--- src/rtl/pwm_led_pkg.sv ---
// Shared register map, CTRL layout and byte-lane helper for the PWM LED controller.
package pwm_led_pkg;

  // Word offsets, i.e. device_addr_i[7:2]
  localparam logic [5:0] DUTY_BASE       = 6'h00;
  localparam logic [5:0] CTRL_OFFSET     = 6'h10;
  localparam logic [5:0] PRESCALE_OFFSET = 6'h11;

  localparam int CTRL_EN_BIT  = 0;
  localparam int CTRL_INV_BIT = 1;

  typedef struct packed {
    logic inv;
    logic en;
  } ctrl_t;

  function automatic logic [31:0] be_to_mask(input logic [3:0] be);
    return {{8{be[3]}}, {8{be[2]}}, {8{be[1]}}, {8{be[0]}}};
  endfunction

endpackage

--- src/rtl/pwm_led_prescaler.sv ---
// Reload down-counter: tick_o while the count is zero, held at zero when disabled.
module pwm_led_prescaler
  import pwm_led_pkg::*;
#(
  parameter int PrescaleWidth = 16
) (
  input  logic                     clk_sys_i,
  input  logic                     rst_sys_i,
  input  logic                     en_i,
  input  logic [PrescaleWidth-1:0] reload_i,
  output logic                     tick_o
);

  logic [PrescaleWidth-1:0] cnt_q;

  // Reload value is sampled only at terminal count, so a new PRESCALE never cuts a countdown short.
  always_ff @(posedge clk_sys_i) begin
    if (rst_sys_i) begin
      cnt_q <= '0;
    end else if (!en_i) begin
      cnt_q <= '0;
    end else if (cnt_q == '0) begin
      cnt_q <= reload_i;
    end else begin
      cnt_q <= cnt_q - PrescaleWidth'(1);
    end
  end

  assign tick_o = en_i && (cnt_q == '0);

endmodule

--- src/rtl/pwm_led_ctrl.sv ---
// Memory-mapped per-channel PWM LED controller with single-cycle request/rvalid bus.
// Define PWM_LED_SHADOW_EN to double-buffer DUTY so changes land only at period wrap.
module pwm_led_ctrl
  import pwm_led_pkg::*;
#(
  parameter int NumChannels   = 12,
  parameter int CtrWidth      = 8,
  parameter int PrescaleWidth = 16
) (
  input  logic                   clk_sys_i,
  input  logic                   rst_sys_i,
  input  logic                   device_req_i,
  input  logic [31:0]            device_addr_i,
  input  logic                   device_we_i,
  input  logic [3:0]             device_be_i,
  input  logic [31:0]            device_wdata_i,
  output logic                   device_rvalid_o,
  output logic [31:0]            device_rdata_o,
  output logic [NumChannels-1:0] pwm_o
);

  localparam logic [CtrWidth-1:0] CtrMax = {{(CtrWidth-1){1'b1}}, 1'b0};

  logic [5:0]               word_addr;
  logic                     wr_en;
  logic                     rd_en;
  logic [31:0]              be_mask;
  ctrl_t                    ctrl_q;
  logic [PrescaleWidth-1:0] prescale_q;
  logic [CtrWidth-1:0]      duty_active_q [NumChannels];
  logic [CtrWidth-1:0]      duty_rd [NumChannels];
  logic [NumChannels-1:0]   duty_we;
  logic [CtrWidth-1:0]      ctr_q;
  logic                     tick;
  logic                     wrap;
  logic [NumChannels-1:0]   pwm_q;
  logic                     rvalid_q;
  logic [31:0]              rdata_q;
  logic [31:0]              rdata_d;
  logic                     unused_bus;

  assign word_addr = device_addr_i[7:2];
  assign wr_en     = device_req_i && device_we_i;
  assign rd_en     = device_req_i && !device_we_i;
  assign be_mask   = be_to_mask(device_be_i);
  assign unused_bus = ^{device_addr_i[31:8], device_addr_i[1:0],
                        device_wdata_i[31:PrescaleWidth], be_mask[31:PrescaleWidth]};

  always_comb begin
    duty_we = '0;
    for (int n = 0; n < NumChannels; n++) begin
      duty_we[n] = wr_en && device_be_i[0] && (word_addr == DUTY_BASE + 6'(n));
    end
  end

  always_ff @(posedge clk_sys_i) begin
    if (rst_sys_i) begin
      ctrl_q     <= '0;
      prescale_q <= '0;
    end else if (wr_en) begin
      if (word_addr == CTRL_OFFSET && device_be_i[0]) begin
        ctrl_q.en  <= device_wdata_i[CTRL_EN_BIT];
        ctrl_q.inv <= device_wdata_i[CTRL_INV_BIT];
      end
      if (word_addr == PRESCALE_OFFSET) begin
        prescale_q <= (prescale_q & ~be_mask[PrescaleWidth-1:0]) |
                      (device_wdata_i[PrescaleWidth-1:0] & be_mask[PrescaleWidth-1:0]);
      end
    end
  end

`ifdef PWM_LED_SHADOW_EN
  logic [CtrWidth-1:0] duty_pending_q [NumChannels];

  // While disabled there is no period to glitch, so active tracks pending and enabling starts clean.
  always_ff @(posedge clk_sys_i) begin
    if (rst_sys_i) begin
      for (int n = 0; n < NumChannels; n++) begin
        duty_pending_q[n] <= '0;
        duty_active_q[n]  <= '0;
      end
    end else begin
      for (int n = 0; n < NumChannels; n++) begin
        if (duty_we[n]) duty_pending_q[n] <= device_wdata_i[CtrWidth-1:0];
        if (wrap || !ctrl_q.en) duty_active_q[n] <= duty_pending_q[n];
      end
    end
  end

  assign duty_rd = duty_pending_q;
`else
  always_ff @(posedge clk_sys_i) begin
    if (rst_sys_i) begin
      for (int n = 0; n < NumChannels; n++) duty_active_q[n] <= '0;
    end else begin
      for (int n = 0; n < NumChannels; n++) begin
        if (duty_we[n]) duty_active_q[n] <= device_wdata_i[CtrWidth-1:0];
      end
    end
  end

  assign duty_rd = duty_active_q;
`endif

  pwm_led_prescaler #(
    .PrescaleWidth(PrescaleWidth)
  ) u_prescaler (
    .clk_sys_i(clk_sys_i),
    .rst_sys_i(rst_sys_i),
    .en_i     (ctrl_q.en),
    .reload_i (prescale_q),
    .tick_o   (tick)
  );

  // Period is 2^CtrWidth-1 ticks so that the full-scale duty value is a steady high.
  always_ff @(posedge clk_sys_i) begin
    if (rst_sys_i) begin
      ctr_q <= '0;
    end else if (!ctrl_q.en) begin
      ctr_q <= '0;
    end else if (tick) begin
      ctr_q <= (ctr_q == CtrMax) ? '0 : ctr_q + CtrWidth'(1);
    end
  end

  assign wrap = tick && (ctr_q == CtrMax);

  always_ff @(posedge clk_sys_i) begin
    if (rst_sys_i) begin
      pwm_q <= '0;
    end else begin
      for (int n = 0; n < NumChannels; n++) begin
        pwm_q[n] <= ctrl_q.inv ^ (ctrl_q.en && (ctr_q < duty_active_q[n]));
      end
    end
  end

  always_comb begin
    rdata_d = '0;
    if (word_addr == CTRL_OFFSET) begin
      rdata_d[1:0] = ctrl_q;
    end else if (word_addr == PRESCALE_OFFSET) begin
      rdata_d[PrescaleWidth-1:0] = prescale_q;
    end else begin
      for (int n = 0; n < NumChannels; n++) begin
        if (word_addr == DUTY_BASE + 6'(n)) rdata_d[CtrWidth-1:0] = duty_rd[n];
      end
    end
  end

  always_ff @(posedge clk_sys_i) begin
    if (rst_sys_i) begin
      rvalid_q <= 1'b0;
      rdata_q  <= '0;
    end else begin
      rvalid_q <= device_req_i;
      rdata_q  <= rd_en ? rdata_d : '0;
    end
  end

  assign device_rvalid_o = rvalid_q;
  assign device_rdata_o  = rdata_q;
  assign pwm_o           = pwm_q;

endmodule

--- config.mk ---
export PLATFORM = sky130hd
export DESIGN_NAME = pwm_led_ctrl
export DESIGN_NICKNAME = d
export VERILOG_FILES = /design/src/rtl/pwm_led_pkg.sv /design/src/rtl/pwm_led_prescaler.sv /design/src/rtl/pwm_led_ctrl.sv
export SDC_FILE = /design/constraint.sdc
export NUM_CORES = 1
export LEC_CHECK = 0
export ABC_AREA = 0
export ABC_CLOCK_PERIOD_IN_PS = 2600
export CORE_MARGIN = 2
export CORE_UTILIZATION = 56
export DETAILED_ROUTE_END_ITERATION = 10
export GPL_ROUTABILITY_DRIVEN = 1
export PLACE_DENSITY = 0.8
export SLEW_MARGIN = 25
export SYNTH_ARGS = -nofsm -noshare
export SYNTH_HDL_FRONTEND = slang
export SYNTH_SLANG_ARGS = --single-unit
--- constraint.sdc ---
create_clock -name clk_sys_i -period 2.6 [get_ports clk_sys_i]
set_input_delay 0.39 -clock clk_sys_i [delete_from_list [all_inputs] [get_ports clk_sys_i]]
set_output_delay 0.39 -clock clk_sys_i [all_outputs]
set_load 0.02 [all_outputs]
==> impl_metrics.toml, run 1 <==
[drt]
drt_iter0_drc = 824
vias = 8937
drt_wl_total_um = 28400
first_pass_iters = 5
wl_per_cell_um = 18.8
route.detailed.drc = 0
ant_nets = 0
via_per_inst = 5.90

[grt]
antenna_found_initial = 0
grtUsageTotal_pct = 32.1
grt_max_degree = 67
grt_pass1_vias = 8364
grt_overflow_total = 0
grt_pass1_wl_um = 44300

[synth]
avgSynthCellArea_um2 = 7.90
synth_edf_count = 0
ys_seq_elements = 167
synth_top_flop_cell = "dfxtp_1"
yosysTopAreaCell = "dfxtp_1"
postSynth.asyncResetShare_pct = 0
ys_warn_count = 0
ys_seq_area_share_pct = 35.5
synth_cell_types = 60
synth.top_cell.area_share_pct = 35.5
syn_inst = 1193
synth_area_leaders = "dfxtp_1 35%, ha_1 12%, a21oi_1 6.9%"
syn-cell-area_um2 = 9420

[timing]
layout_min_cycle_time_ps = 2350
fmax_mhz = 426
final_hold_viol_count = 0
hold_ws_ps = 133
timing.final.crit_share_pct = 90.2
setup-tns-final_ps = 0
relSlewSlack_pct = 37.8
rsz0062_at_grt = "false"
drv_slew = 0
worst_slack_ps = 254
tightest_slew_ps = 930
setup_violations = 0
skew_ps = 20.4

[finish]
final_common_cell = "dfxtp_1"
final_cell_mix = "167 x dfxtp_1, 164 x nand2_1, 130 x a21oi_1, 102 x inv_1, 98 x nor2_1"
area_delta_synth_final_pct = 18.3
finalNetCount = 1442
final_core_util_pct = 67.4
instances_no_fill = 1515
drive_above_1_share_pct = 10.2
antennaDiodeCount = 0
final_cell_area_um2 = 11100

[critical_path]
slowest_stage = "clkdlybuf4s50_1"
crit_type = "in -> reg"
critPathCaptureType = "flop"
cp_num_cells = 9
worstPathMaxFanout = 13
critPathLaunchType = "primary input"
worstReg2RegEnd = "pwm_o[3]"
endpoint = "duty_active_q[0]"
rrSetupSlack_ps = 260
critPathMaxStageDelay_ps = 600
path_cells = "clkdlybuf4s50_1, buf_4, nor3b_2, nand2_1, nor2_1, buf_4, nand2_1, nand2_1, a21oi_1"
crit-reg2reg-launch = "ctr_q[5]"
worst-endpoint-required_ps = 2910
critPathLaunch = "device_addr_i[3]"
critPathTopFamily = "simple AND/OR/NAND/NOR gates"
crit_top_cell = "nand2_1"
crit_arrival_ps = 2650
rr_worst_depth = 7
cp.buffers_inverters = 3

[power_and_ir_drop]
p_leak_nw = 4.09
ir_drop_mv = 0.470
power_mw = 5.45
power_density_nw_per_um2 = 489

[cts]
clk_pin_slew_worst_paths_ps = 70
cts_setup_buffers = 0
htree_levels = 4
tritoncts = "yes"
cts_made_buffers = 17
clock_tree.root_cell = "clkbuf_16"
clock_path_buffers = 2
holdBufCountCts = 0
cts_resized = 0
clk_latency_ps = 450
clock-sinks = 167

[placed_design]
dpl.hpwl_um = 20400
placed_area_um2 = 10500
placed_cells = 1483
place_congestion = 1.04
dp_slack_ps = -154
portBuffers = 56

[worst_hold_path]
worstHoldPathType = "in -> reg"

[floorplan]
die_y_um = 134
ios = 117
placementRows = 47
fp.dieArea_um2 = 17900
start_util_pct = 57.0
die_w_um = 134
core-area_um2 = 16500

[run]
cap_violations = 0

[status]
status = "finished, final reports clean"
-- routing by layer --
layer | part of all wire, % | track usage, % | up-vias
li1 | - | - | 4254
met1 | 41 | 41.9 | 4151
met2 | 45 | 50.3 | 425
met3 | 8.1 | 6.01 | 107
met4 | 5.0 | 17.3 | 0
met5 | 0 | 0 | -
-- worst min path at each step --
stage	slack, ps	startpoint	endpoint	depth (start not counted)
CTS	130	rst_sys_i	device_rvalid_o	2
finish	130	rst_sys_i	device_rvalid_o	2
detailed placement	450	duty_active_q[22]	duty_active_q[22]	2
floorplan	440	duty_active_q[22]	duty_active_q[22]	2
global route	140	rst_sys_i	device_rvalid_o	2
global placement	440	duty_active_q[22]	duty_active_q[22]	2
-- kinds of logic after synthesis --
family	Yosys count	share of synthesized area, %
AOI/OAI and AO/OA	271	17.4
xor gates and xnor gates	27	2.51
DFF	167	35.5
muxes	31	3.31
buffers and inverters	181	8.33
adders and majority gates	88	11.7
and+or+nand+nor	427	21.2
other	1	0.0398
-- final cells by class --
type                    instances  area (um2)
clock inverters                13         144
inverters                     102         383
flip-flops and latches        167        3340
repair buffers                134        1190
multi-input cells             860        5350
clock buffers                  19         453
well taps                     220         275
fillers                      1345        5380
-- state kept, by name (all words and copies together), names as in the netlist, named ones only --
signal             cells
ctr_q                  8
pwm_o                 12
ctrl_q                 2
duty_active_q         96
device_rvalid_o        1
u_prescaler.cnt_q     16
device_rdata_o        16
-- Yosys cell counts (all sizes together) (8+ instances only) --
| cell | n |
|---|---|
| dfxtp | 167 |
| nand2 | 164 |
| a21oi | 130 |
| nor2 | 107 |
| inv | 102 |
| ha | 88 |
| nand3 | 56 |
| o21ai | 42 |
| buf | 40 |
| clkbuf | 39 |
| mux2i | 30 |
| nand2b | 27 |
| nor3 | 19 |
| xnor2 | 19 |
| a22oi | 18 |
| a2111oi | 15 |
| o21a | 15 |
| a211oi | 13 |
| and3 | 12 |
| nand4 | 10 |
| o22ai | 9 |
| xor2 | 8 |
-- where the power goes --
| group | switching (mW) | total [mW] | internal, mW |
|---|---|---|---|
| clock | 1.12 | 2.60 | 1.48 |
| combinational | 0.192 | 0.290 | 0.0977 |
| sequential | 0.00302 | 2.56 | 2.56 |
| total | 1.32 | 5.45 | 4.14 |
(Power assumes the default switching activity.)
==> run 2: changes to the inputs <==
CORE_MARGIN = 8   (was 2)
==> run 2 against run 1 <==
Flip-flop and latch count unchanged. Non-clock buffer count decreased by 8. Maximum frequency about the same. Sequential power about the same. Combinational power about the same. Clock-buffer cell count increased by 4. Worst hold slack improved by 28 ps. Sequential share of layout area about the same. First-iteration DRC count increased by 10%. Clock power increased by 4%. Critical endpoint is now pwm_o[8]. Largest power group unchanged.
==> impl_metrics.toml, run 2 (synthesis results as in run 1) <==
[grt]
antenna_found_initial = 0
grt_max_degree = 77
grt_overflow_total = 0
grtUsageTotal_pct = 27.2
grt_pass1_vias = 8763
grt_pass1_wl_um = 46000

[critical_path]
critPathLaunchType = "flop"
crit-reg2reg-launch = "ctr_q[7]"
worstReg2RegEnd = "pwm_o[8]"
crit_type = "reg -> reg"
rr_worst_depth = 8
critPathCaptureType = "flop"
crit_arrival_ps = 2640
worst-endpoint-required_ps = 2890
rrSetupSlack_ps = 250
worstPathMaxFanout = 8

[cts]
clock_path_buffers = 2
tritoncts = "yes"
cts_made_buffers = 17
cts_setup_buffers = 0
clk_latency_ps = 450
htree_levels = 4
cts_resized = 0
clock-sinks = 167
clk_pin_slew_worst_paths_ps = 70
holdBufCountCts = 0
clock_tree.root_cell = "clkbuf_16"

[drt]
first_pass_iters = 5
vias = 9034
via_per_inst = 5.99
drt_iter0_drc = 910
drt_wl_total_um = 29100
wl_per_cell_um = 19.3
ant_nets = 0
route.detailed.drc = 0

[power_and_ir_drop]
power_density_nw_per_um2 = 500
p_seq_share_pct = 46.1
pwr-share-clk_pct = 48.7
p_sw_mw = 1.29
p_sw_share_pct = 23.1
comb_power_share_pct = 5.2
p_leak_nw = 4.06
ir_drop_mv = 0.481
intPower_mw = 4.28

[finish]
finalNetCount = 1434
final_cell_mix = "167 x dfxtp_1, 164 x nand2_1, 130 x a21oi_1, 102 x inv_1, 98 x nor2_1"
drive_above_1_share_pct = 9.48
final_common_cell = "dfxtp_1"
antennaDiodeCount = 0
largest_reg_flops = 96
final_core_util_pct = 67.4
top_register = "duty_active_q"
area_delta_synth_final_pct = 18.1

[floorplan]
die_y_um = 146
fp.dieArea_um2 = 21200
ios = 117
placementRows = 47
core-area_um2 = 16500
die_w_um = 146
start_util_pct = 57.0

[timing]
layout_min_cycle_time_ps = 2350
tightest_slew_ps = 952
worst_slack_ps = 255
setup-tns-final_ps = 0
rsz0062_at_grt = "false"
skew_ps = 9.95
fmax_mhz = 426
drv_slew = 0
setup_violations = 0
final_hold_viol_count = 0
timing.final.crit_share_pct = 90.2
relSlewSlack_pct = 36.3

[worst_hold_path]
whs_path_depth = 2
worstHoldPathType = "in -> reg"
hp-start = "rst_sys_i"

[run]
cap_violations = 0

[placed_design]
dp_slack_ps = -99.3
dpl.hpwl_um = 20300
place_congestion = 0.952
portBuffers = 56

[status]
status = "finished, final reports clean"
==> run 2: cell count changes in the layout (fill, tap and decap cells not counted), sizes merged <==
cell and delta:
buf -8, clkbuf +4, inv -4, bufinv +1, clkinvlp -1
==> run 2: how the worst max path moves through the flow <==
| stage | to | depth (start not counted) | start |
|---|---|---|---|
| floorplan | device_rdata_o[5] | 8 | device_addr_i[2] |
| global placement | device_rdata_o[2] | 7 | device_addr_i[3] |
| detailed placement | device_rdata_o[6] | 8 | device_addr_i[2] |
| CTS | pwm_o[5] | 8 | ctr_q[7] |
| global route | pwm_o[0] | 8 | ctr_q[7] |
| finish | pwm_o[8] | 8 | ctr_q[7] |
==> run 2: layout make-up <==
cell class | instances | area, um2
Clock inverter | 9 | 141
Fill cell | 1345 | 5400
Timing Repair Buffer | 126 | 1150
Inverter | 102 | 383
Clock buffer | 23 | 488
Tap cell | 220 | 275
Sequential cell | 167 | 3340
Multi-Input combinational cell | 860 | 5350
==> run 2: per-layer routing <==
metal  global-route usage (%)  vias to the layer above  share of wire (%)
met5                        0                        -                  0
met4                     17.1                        0                5.3
met3                     5.85                      129                8.9
met2                     43.4                      480                 46
met1                     32.9                     4172                 40
li1                         -                     4253                  -
==> run 2: power by group through the flow <==
stage | combinational [mW] | clock, mW | sequential [mW]
after floorplan | 0.158 | 0 | 2.62
after global placement | 0.276 | 0 | 2.62
after detailed placement | 0.279 | 0 | 2.62
after CTS | 0.280 | 2.72 | 2.56
after global routing | 0.303 | 2.84 | 2.56
final | 0.289 | 2.71 | 2.56
==> run 2: through the flow <==
step                      area, um2  hold WS (ps)  instances  total power [mW]
after global routing          11100           162       1507              5.70
after global placement        10500           441       1475              2.90
after CTS                     11100           148       1507              5.57
after floorplan                9480           436       1208              2.78
final                         11100           161       1507              5.56
after detailed placement      10500           457       1475              2.90
==> run 2: critical path: stages, from the launching register on <==
cell and delay (ps):
dfxtp_1 480, buf_4 270, ha_1 180, nand2b_1 140
a2111oi_0 570, nand2b_1 100, o21ai_0 230, xnor2_1 150
nor2_1 50
